## config.mk

```make
export PLATFORM = sky130hd
export DESIGN_NAME = reg_file_cfg
export DESIGN_NICKNAME = d
export VERILOG_FILES = /design/src/rtl/reg_file_cfg.sv
export SDC_FILE = /design/constraint.sdc
export NUM_CORES = 1
export LEC_CHECK = 0
export ABC_AREA = 0
export CORE_ASPECT_RATIO = 0.5
export CORE_MARGIN = 2
export CORE_UTILIZATION = 50
export DETAILED_ROUTE_END_ITERATION = 10
export DONT_BUFFER_PORTS = 1
export PLACE_DENSITY_LB_ADDON = 0.15
export RECOVER_POWER = 100
export SYNTH_ARGS = -nofsm -noshare
export SYNTH_HDL_FRONTEND = slang
export SYNTH_SLANG_ARGS = --single-unit
```

## constraint.sdc

```tcl
create_clock -name CLK -period 2 [get_ports CLK]
set_clock_uncertainty 0.1 [all_clocks]
set_input_delay 0.4 -clock CLK [delete_from_list [all_inputs] [get_ports CLK]]
set_output_delay 0.4 -clock CLK [all_outputs]
set_load 0.03 [all_outputs]
```

## src/rtl/reg_file_cfg.sv

```systemverilog
// Parametrised single-port register file with byte strobes, write protection,
// a registered read-valid pulse, a reject flag and direct views of entries 0..3.
module reg_file_cfg #(
  parameter int                 WIDTH    = 16,
  parameter int                 DEPTH    = 16,
  parameter int                 ADDR_W   = 4,
  parameter logic [DEPTH-1:0]   RO_MASK  = '0,
  parameter logic [WIDTH-1:0]   REG2_RST = WIDTH'(16'h0081),
  parameter logic [WIDTH-1:0]   REG3_RST = WIDTH'(16'h0020)
) (
  input  logic                CLK,
  input  logic                RST,
  input  logic                WrEn,
  input  logic                RdEn,
  input  logic [ADDR_W-1:0]   Address,
  input  logic [WIDTH-1:0]    WrData,
  input  logic [WIDTH/8-1:0]  WrStrb,
  output logic [WIDTH-1:0]    RdData,
  output logic                RdData_Valid,
  output logic                Err,
  output logic [WIDTH-1:0]    REG0,
  output logic [WIDTH-1:0]    REG1,
  output logic [WIDTH-1:0]    REG2,
  output logic [WIDTH-1:0]    REG3
);

  localparam int NumLanes = WIDTH / 8;

  logic [WIDTH-1:0] regs [DEPTH];

  logic             addrHit [DEPTH];
  logic             inRange;
  logic             roHit;
  logic             wrOk;
  logic             rdOk;
  logic             reject;
  logic [WIDTH-1:0] rdMux;

  // Address decode, protection lookup and read mux share one one-hot scan so
  // an out-of-range address simply matches nothing.
  // NOTE: every always_comb output gets a default before any branch, otherwise
  // an unassigned path infers a latch.
  always_comb begin
    inRange = 1'b0;
    roHit   = 1'b0;
    rdMux   = '0;
    for (int i = 0; i < DEPTH; i++) begin
      addrHit[i] = (Address == ADDR_W'(i));
      if (addrHit[i]) begin
        inRange = 1'b1;
        roHit   = RO_MASK[i];
        rdMux   = regs[i];
      end
    end
  end

  always_comb begin
    wrOk   = WrEn && !RdEn && inRange && !roHit;
    rdOk   = RdEn && !WrEn && inRange;
    reject = (WrEn || RdEn) && !wrOk && !rdOk;
  end

  // NOTE: sequential state uses non-blocking assignments so every flop samples
  // pre-edge values regardless of statement order.
  always_ff @(posedge CLK) begin
    if (RST) begin
      // NOTE: the storage is reset entry by entry on purpose; the programmable
      // defaults must appear on REG2/REG3 immediately, so this stays as flops.
      for (int i = 0; i < DEPTH; i++) begin
        if (i == 2)      regs[i] <= REG2_RST;
        else if (i == 3) regs[i] <= REG3_RST;
        else             regs[i] <= '0;
      end
      RdData       <= '0;
      RdData_Valid <= 1'b0;
      Err          <= 1'b0;
    end else begin
      RdData_Valid <= rdOk;
      Err          <= reject;
      if (rdOk) RdData <= rdMux;
      for (int i = 0; i < DEPTH; i++) begin
        if (wrOk && addrHit[i]) begin
          for (int k = 0; k < NumLanes; k++) begin
            if (WrStrb[k]) regs[i][8*k +: 8] <= WrData[8*k +: 8];
          end
        end
      end
    end
  end

  assign REG0 = regs[0];
  assign REG1 = regs[1];
  assign REG2 = regs[2];
  assign REG3 = regs[3];

endmodule

```

==> impl_metrics.csv, run 1 <==
group,metric,value,unit
status,status,"complete, no violations",
layout,drive_gt1_share,11.2,%
synthesis,synthTopCellsByArea,"edfxtp_1, nor2_1, buf_4, dfxtp_1, nand2b_1",
critical_path,path_cells,"nor2b_1, clkbuf_1, nand2_1, nor3_1, nand2_1, nand2b_1, clkbuf_1",
synthesis,yosysMostFrequentCell,"edfxtp_1",
floorplan,dieArea,26800,um2
critical_path,crit_required,2.08,ns
timing,tns,0,ns
clocking,clkLatencyLatePin,0.54,ns
critical_path,crit_fanout,7,
synthesis,ys_types,63,
synthesis,ys.flop_type,"edfxtp_1",
layout,diodes,0,
clocking,clock_path_buffers,3,
critical_path,crit_path_end_kind,"flip-flop",
floorplan,die_h,117,um
route,viasPerCell,6.06,
synthesis,synth_area,12700,um2
synthesis,synth_edf_count,256,
synthesis,postSynthAreaPerCell,11.9,um2
layout,fillers,2188,
placement,place_congestion,0.916,
grt,antenna_found_initial,0,
grt,grt_max_degree,89,
route,drtIter0Drc,1104,
timing,finalCriticalPeriod,1.95,ns
timing,rsz0062_at_grt,"no",
clocking,numCtsBuffers,25,
synthesis,ys_async_sr_fraction,0,%
timing,fin_crit_sh,97.6,%
synthesis,yosys.area.top_type,"edfxtp_1",
critical_path,timing.critical_path.buf_inv,2,
critical_path,worstPathArrival,2.03,ns
critical_path,reg2reg_depth,5,
power,powerDensity,920,nW/um2
floorplan,die_w,230,um
critical_path,r2r_start,"regs[0][56]",
placement,numPortBuffers,0,
power,peakVddDrop,0.000447,V
synthesis,synthTopCellsByCount,"edfxtp_1, nor2_1, buf_4",
route,vias,9140,
timing,setup_viol,0,
critical_path,critPathKind,"input pin to flip-flop",
floorplan,start_util,50.8,%
grt,grt_pass1_vias,8620,
grt,grt_pass1_wl,55400,um
synthesis,ys_seq_elements,274,
hold_path,whs_path_depth,3,
synthesis,syn_inst,1066,
hold_path,worstHoldEndpoint,"RdData[3]",
timing,worst_pin_slew,0.851,ns
floorplan,core-area,25100,um2
grt,overflow,0,
critical_path,worst_setup_path_start_kind,"input pin",
route,drcViolationCount,0,
critical_path,r2r-end,"RdData[8]",
placement,preCtsSetupSlack,-0.130,ns
clocking,root_buffer,"clkbuf_16",
timing,hold_violations,0,
hold_path,min_from,"RST",
timing,clock.fmax,513,MHz
synthesis,yosysSeqAreaShare,63.2,%
layout,post-route-util,56.7,%
grt,track_usage,28.1,%
layout,syn_to_final_growth,11.7,%
clocking,cts_tree,"built",
floorplan,io-pin-count,108,
flow_run,max_cap_viol_count,0,
route,dr.pass1.iters,5,
critical_path,rrSetupSlack,0.09,ns
clocking,clock_sinks,274,
timing,fin_ws,0.0489,ns
layout,nets,1173,
critical_path,critical_path.top_delay_family,"simple AND/OR/NAND/NOR gates",
route,post_drt_wl_per_cell,24.8,um
critical_path,cp_slowest_cell,"nor3_1",
timing,drv_slew,0,
floorplan,rows,41,
synthesis,yosysWarnings,0,
route,wl,37500,um
power,p_leak,5.04,nW
clocking,cts_max_level,1,
route,ant_nets,0,
timing,whs,0.0549,ns
critical_path,cpPeakStageDelay,0.43,ns
clocking,clk_pin_slew,0.06,ns
hold_path,worstHoldPathType,"input pin to flip-flop",
timing,slew_headroom,43.2,%
placement,dp_hpwl,25700,um
synthesis,mappedNetlistNets,1092,
clocking,cts_setup_buffers,0,
synthesis,yosysTopAreaCellShare,60.4,%
-- metal layers --
| layer | global-route usage [%] | vias to the layer above | wire, um |
|---|---|---|---|
| met5 | 0 | - | 0 |
| met4 | 6.75 | 0 | 937 |
| met3 | 6.18 | 62 | 4220 |
| met2 | 41.6 | 522 | 15800 |
| met1 | 42.4 | 4558 | 16500 |
| li1 | - | 3998 | - |
-- logic make-up (layout without fill, tap and decap cells) --
| kind of cell | count (synthesis) | in the layout | share of synthesized area, % |
|---|---|---|---|
| mux | 49 | 49 | 4.50 |
| simple gates | 366 | 366 | 13.1 |
| flops | 274 | 274 | 63.2 |
| compound gates | 211 | 211 | 11.9 |
| buf+inv | 166 | 265 | 7.28 |
-- worst register-to-register path: cells and delay by family, from the launching register on --
family / cells / cell delay (ns)
compound gates: 4 / 1.17
flops: 1 / 0.43
simple gates: 1 / 0.10
-- registers in the layout (all words and copies together), names as in the netlist --
name	count
regs	256
RdData	16
Err	1
RdData_Valid	1
-- cell usage in the layout (no fill, tap or decap), types with 28 or more instances in the layout --
master and count:
a21oi_1 32, buf_4 58, clkbuf_1 119, edfxtp_1 256, mux2i_1 28, nand2_1 53, nand2b_1 49, nor2_1 188
o21ai_0 34
-- where the power goes --
part	total [mW]	leakage, nW	switching, mW	internal, mW
combinational	1.23	2.03	0.813	0.420
clock	4.99	0.411	2.11	2.88
sequential	6.87	2.60	0.221	6.65
-- per-stage QoR --
step / total power [mW] / instance area (um2) / std cells
2_1_floorplan: 7.85 / 12700 / 1066
3_3_place_gp: 8.30 / 13900 / 1452
3_5_place_dp: 8.32 / 13900 / 1452
4_1_cts: 13.2 / 14900 / 1509
5_1_grt: 13.4 / 14200 / 1509
6_report: 13.1 / 14200 / 1509
-- layout make-up --
type	instances	area [um2]	area share [%]
Sequential cell	274	8050	56.6
Multi-Input combinational cell	626	3750	26.4
Tap cell	344	430	3.03
Inverter	28	105	0.739
Timing Repair Buffer	192	1050	7.41
Clock inverter	13	160	1.13
Clock buffer	32	672	4.72
-- worst max path at each step --
stage,end,startpoint,slack (ns),depth (start not counted)
floorplan,regs[0][40],Address[2],-0.08,6
global placement,RdData[12],Address[0],-0.12,5
detailed placement,RdData[12],Address[1],-0.13,5
CTS,Err,RST,0.04,3
global route,regs[0][21],WrEn,0.005,7
finish,regs[0][18],WrEn,0.05,7
-- what timing repair did --
action,CTS,global route
gates resized for setup,0,2
hold endpoints to repair,23,0
setup endpoints to repair,0,2
hold buffers,12,0
No activity file was read; power rests on OpenSTA's default activity.
==> run 2: changes to the inputs <==
- CORE_UTILIZATION: 50 -> 35
- TNS_END_PERCENT: unset -> 30
==> run 2 against run 1 <==
Against the previous run:
- the run now ends with hold timing left
- die area up 42%
- global-route usage down 5.5 points
- first-iteration DRC count down 9.3%
- core utilization down 16 points
- total power down 1.3%
- via count up 0.19%
- highest routed layer unchanged
==> impl_metrics.csv, run 2 (same netlist as run 1, synthesis figures left out) <==
group,metric,value,unit
timing,tns,0,ns
critical_path,timing.critical_path.buf_inv,1,
grt,grt_max_degree,89,
power,peakVddDrop,0.000470,V
grt,grt_pass1_wl,62700,um
route,wl,43300,um
layout,syn_to_final_growth,13.9,%
timing,finalCriticalPeriod,1.94,ns
layout,final_cell_mix,"edfxtp_1, nor2_1, clkbuf_1",
timing,setup_viol,0,
placement,post_dp_cell_area,14200,um2
clocking,clkLatencyLatePin,0.56,ns
power,comb_power_share,10.4,%
floorplan,dieArea,38000,um2
clocking,clock_sinks,274,
grt,track_usage,22.5,%
status,violations,"hold timing",
layout,nets,1192,
layout,largest_reg_flops,256,
clocking,cts_tree,"built",
floorplan,io-pin-count,108,
clocking,numCtsBuffers,26,
power,p_sw,3.30,mW
timing,worst_pin_slew,0.980,ns
critical_path,critPathKind,"flip-flop to flip-flop",
route,drtIter0Drc,1001,
critical_path,path_cells,"mux2i_1, o32ai_1, a211o_1, a22oi_1, clkbuf_4, o22ai_1",
route,dr.pass1.iters,7,
layout,drive_gt1_share,12.1,%
critical_path,r2r_start,"regs[0][127]",
power,clockPowerShare,36.5,%
timing,hold_violations,1,
critical_path,worstPathArrival,2.28,ns
layout,layout_commonest_cell,"edfxtp_1",
critical_path,crit_required,2.34,ns
route,vias,9157,
critical_path,r2r-end,"RdData[15]",
floorplan,start_util,35.5,%
hold_path,worstHoldPathType,"input pin to flip-flop",
timing,slew_headroom,34.4,%
power,swShare,25.5,%
floorplan,die_h,139,um
timing,fin_crit_sh,97.2,%
floorplan,core-area,35900,um2
placement,dp_hpwl,29900,um
status,status,"complete, but fails checks",
route,ant_nets,0,
flow_run,max_cap_viol_count,0,
critical_path,worst_setup_path_start_kind,"flip-flop",
layout,diodes,0,
clocking,clock_path_buffers,3,
power,p_leak,5.08,nW
timing,clock.fmax,514,MHz
layout,largestRegisters,"regs x256, RdData x16",
layout,fillers,3491,
timing,drv_slew,0,
critical_path,crit_fanout,1,
placement,dp.cells,1609,
timing,rsz0062_at_grt,"no",
critical_path,reg2reg_depth,6,
route,drcViolationCount,0,
layout,largest-register,"regs",
hold_path,whs_path_depth,1,
grt,grt_pass1_vias,8949,
clocking,root_buffer,"clkbuf_16",
critical_path,crit_path_end_kind,"flip-flop",
hold_path,min_from,"RST",
critical_path,cp_slowest_cell,"a211o_1",
clocking,clk_pin_slew,0.07,ns
power,p_seq_share,53.1,%
critical_path,cpPeakStageDelay,0.38,ns
floorplan,die_w,274,um
grt,antenna_found_initial,0,
route,post_drt_wl_per_cell,26.0,um
power,internal_power,9.62,mW
clocking,cts_max_level,1,
layout,final_cells,1668,
floorplan,rows,49,
power,powerDensity,890,nW/um2
hold_path,worstHoldEndpoint,"regs[0][150]",
placement,place_congestion,0.827,
grt,overflow,0,
critical_path,rrSetupSlack,0.06,ns
layout,design_area,14500,um2
route,viasPerCell,5.49,
placement,numPortBuffers,0,
layout,post-route-util,40.5,%
critical_path,critical_path.top_delay_family,"compound AO/OA/AOI/OAI gates",
timing,whs,-0.0167,ns
-- run 2: changes by cell type in the layout (fill, tap and decap cells not counted), sizes merged --
cell / change
clkbuf: +12
buf: +8
bufinv: -4
clkinv: +2
dlygate4sd3: +2
dlymetal6s4s: -1
-- run 2: power by group through the flow --
stage               logic (mW)  clock network [mW]  registers [mW]
floorplan                0.947                   0            6.90
global placement          1.43                   0            6.97
detailed placement        1.44                   0            6.98
CTS                       1.47                4.79            6.86
global route              1.42                4.99            6.89
finish                    1.34                4.72            6.86
-- run 2: through the flow --
step                      worst slack (ns)  hold slack [ns]  total power [mW]
after floorplan                    -0.0785            0.424              7.85
after global placement              -0.131            0.390              8.40
after detailed placement            -0.156            0.396              8.42
after CTS                          0.00178         0.000830              13.1
after global routing                0.0116         -0.00626              13.3
final                               0.0553          -0.0167              12.9
-- run 2: worst max-delay path by stage --
stage	start	slack (ns)	depth (start not counted)	endpoint
2_1_floorplan	Address[2]	-0.08	6	regs[0][40]
3_3_place_gp	WrEn	-0.13	7	regs[0][35]
3_5_place_dp	Address[2]	-0.16	5	RdData[9]
4_1_cts	regs[0][39]	0.002	5	RdData[7]
5_1_grt	regs[0][56]	0.01	5	RdData[8]
6_report	regs[0][127]	0.06	6	RdData[15]
-- run 2: metal layers --
metal | vias to the layer above | track usage (%) | share of wire (%)
met4 | 0 | 3.36 | 1.3
met5 | - | 0 | 0
met1 | 4694 | 35.5 | 47
met3 | 43 | 5.89 | 9.4
met2 | 384 | 31.2 | 42
li1 | 4036 | - | -
-- run 2: layout make-up --
cell class	instances	area, um2	share of cell area [%]
Inverter	28	105	0.724
Multi-Input combinational cell	626	3780	26.1
Timing Repair Buffer	210	1190	8.24
Tap cell	484	606	4.17
Sequential cell	274	8050	55.5
Clock buffer	35	726	5.00
Clock inverter	11	48.8	0.336
-- run 2: timing repair --
action / CTS / global route
pin swaps: 0 / 1
endpoints found under the hold margin: 24 / 0
hold buffers: 13 / 0
gates resized for setup: 2 / 6
endpoints found under the setup margin: 2 / 5
setup buffers: 0 / 0
-- run 2: worst register-to-register path, delay by kind of cell, from the launching register on --
| family | cells | cell delay (ns) |
|---|---|---|
| compound gates | 4 | 0.87 |
| flops | 1 | 0.35 |
| mux | 1 | 0.31 |
| buf+inv | 1 | 0.21 |
==> run 3: changes to the inputs <==
- CORE_MARGIN: 2 -> 4
==> run 3 against run 2 <==
Against the previous run:
- the flow now finishes without violations
- combinational power barely moved
- wire length rose by 0.23%
- non-clock buffer count rose by 2
- hold slack improved by 0.024 ns
- first-iteration DRC count fell by 1.8%
- sequential power barely moved
- critical path depth rose by 3
- core utilization rose by 0.66 points
- total power rose by 6.6%
- critical path type is now input pin to flip-flop
- highest routed layer unchanged
==> impl_metrics.csv, run 3 (same netlist as run 1, synthesis figures left out) <==
group,metric,value,unit
timing,setup_viol,0,
layout,final_cell_mix,"edfxtp_1, nor2_1, clkbuf_1",
layout,nets,1195,
floorplan,dieArea,39700,um2
floorplan,io-pin-count,108,
floorplan,die_w,278,um
clocking,clkLatencyLatePin,0.55,ns
timing,finalCriticalPeriod,1.95,ns
critical_path,crit_path_end_kind,"flip-flop",
grt,antenna_found_initial,2,
layout,design_area,14800,um2
critical_path,critPathKind,"input pin to flip-flop",
grt,grt_max_degree,89,
layout,diodes,0,
placement,place_congestion,0.872,
timing,slew_headroom,28.1,%
route,ant_nets,0,
clocking,cts_tree,"built",
timing,fin_crit_sh,97.6,%
status,status,"complete, no violations",
route,post_drt_wl_per_cell,25.9,um
power,peakVddDrop,0.000493,V
timing,drv_slew,0,
timing,clock.fmax,512,MHz
critical_path,crit_required,2.16,ns
clocking,clk_pin_slew,0.06,ns
floorplan,rows,49,
layout,fillers,3511,
layout,largest_reg_flops,256,
timing,whs,0.00683,ns
route,viasPerCell,5.46,
grt,track_usage,21.4,%
layout,drive_gt1_share,13.0,%
layout,post-route-util,41.1,%
placement,dp.cells,1611,
grt,grt_pass1_vias,8992,
route,dr.pass1.iters,5,
critical_path,worstPathArrival,2.11,ns
timing,rsz0062_at_grt,"yes",
grt,overflow,0,
floorplan,die_h,143,um
clocking,root_buffer,"clkbuf_16",
clocking,numCtsBuffers,27,
power,p_leak,5.23,nW
clocking,clock_sinks,274,
layout,final_cells,1673,
clocking,clock_path_buffers,3,
route,drtIter0Drc,983,
critical_path,crit_fanout,9,
layout,layout_commonest_cell,"edfxtp_1",
flow_run,max_cap_viol_count,0,
hold_path,worstHoldPathType,"input pin to flip-flop",
floorplan,core-area,35900,um2
placement,numPortBuffers,0,
timing,worst_pin_slew,1.08,ns
power,p_total,13.8,mW
floorplan,start_util,35.4,%
route,drcViolationCount,0,
placement,dp_hpwl,30300,um
layout,largest-register,"regs",
layout,largestRegisters,"regs x256, RdData x16",
layout,syn_to_final_growth,16.0,%
clocking,cts_max_level,1,
placement,post_dp_cell_area,14300,um2
timing,hold_violations,0,
grt,grt_pass1_wl,62600,um
route,vias,9131,
route,wl,43400,um
critical_path,worst_setup_path_start_kind,"input pin",
power,powerDensity,932,nW/um2
==> run 3: layout make-up <==
| type | instances | area [um2] | share of cell area [%] |
|---|---|---|---|
| inverters | 28 | 105 | 0.712 |
| clock inverters | 9 | 145 | 0.983 |
| repair buffers | 212 | 1290 | 8.75 |
| flip-flops and latches | 274 | 8050 | 54.5 |
| well taps | 484 | 606 | 4.10 |
| multi-input cells | 626 | 3770 | 25.5 |
| clock buffers | 40 | 805 | 5.45 |
==> run 3: worst paths after layout <==
check / start / end / slack, ns / cells past startpoint
worst max-delay path: WrEn / regs[0][34] / 0.05 / 9
worst min-delay path: RST / regs[0][150] / 0.007 / 1
worst min register to register: regs[0][239] / RdData[15] / 0.48 / 2
worst max register to register: regs[0][237] / RdData[13] / 0.08 / 5
==> run 3: worst max-delay path, cell delays in order <==
cell,delay (ns)
nor2b_1,0.14
clkbuf_1,0.32
nand2_1,0.18
nor3_2,0.13
clkbuf_1,0.24
nand2_1,0.08
clkbuf_1,0.25
nand2b_1,0.22
buf_12,0.14
==> run 3: through the flow <==
stage          setup WS (ns)  TNS [ns]
2_1_floorplan        -0.0785     -3.78
3_3_place_gp          -0.156    -0.200
3_5_place_dp          -0.175    -0.325
4_1_cts               0.0106         0
5_1_grt              -0.0324    -0.128
6_report              0.0485         0
==> run 3: report_power, final <==
group / switching [mW] / total, mW / leakage [nW] / internal, mW
Combinational: 0.894 / 1.36 / 2.16 / 0.466
Clock: 2.26 / 5.55 / 0.472 / 3.29
Sequential: 0.212 / 6.86 / 2.60 / 6.65
Total: 3.37 / 13.8 / 5.23 / 10.4
==> run 3: repair_timing <==
item	CTS	global route
endpoints found under the setup margin	1	4
setup buffers	0	0
resized for setup	1	5
cloned	0	0
hold endpoints to repair	24	0
hold buffers	13	0
pin swaps	0	1
==> run 3: metal layers <==
| metal | vias to the layer above | share of wire, % | GRT usage [%] |
|---|---|---|---|
| li1 | 4051 | - | - |
| met1 | 4650 | 47 | 32.7 |
| met2 | 372 | 41 | 30.6 |
| met3 | 58 | 10 | 6.04 |
| met4 | 0 | 1.7 | 3.92 |
| met5 | - | 0 | 0 |
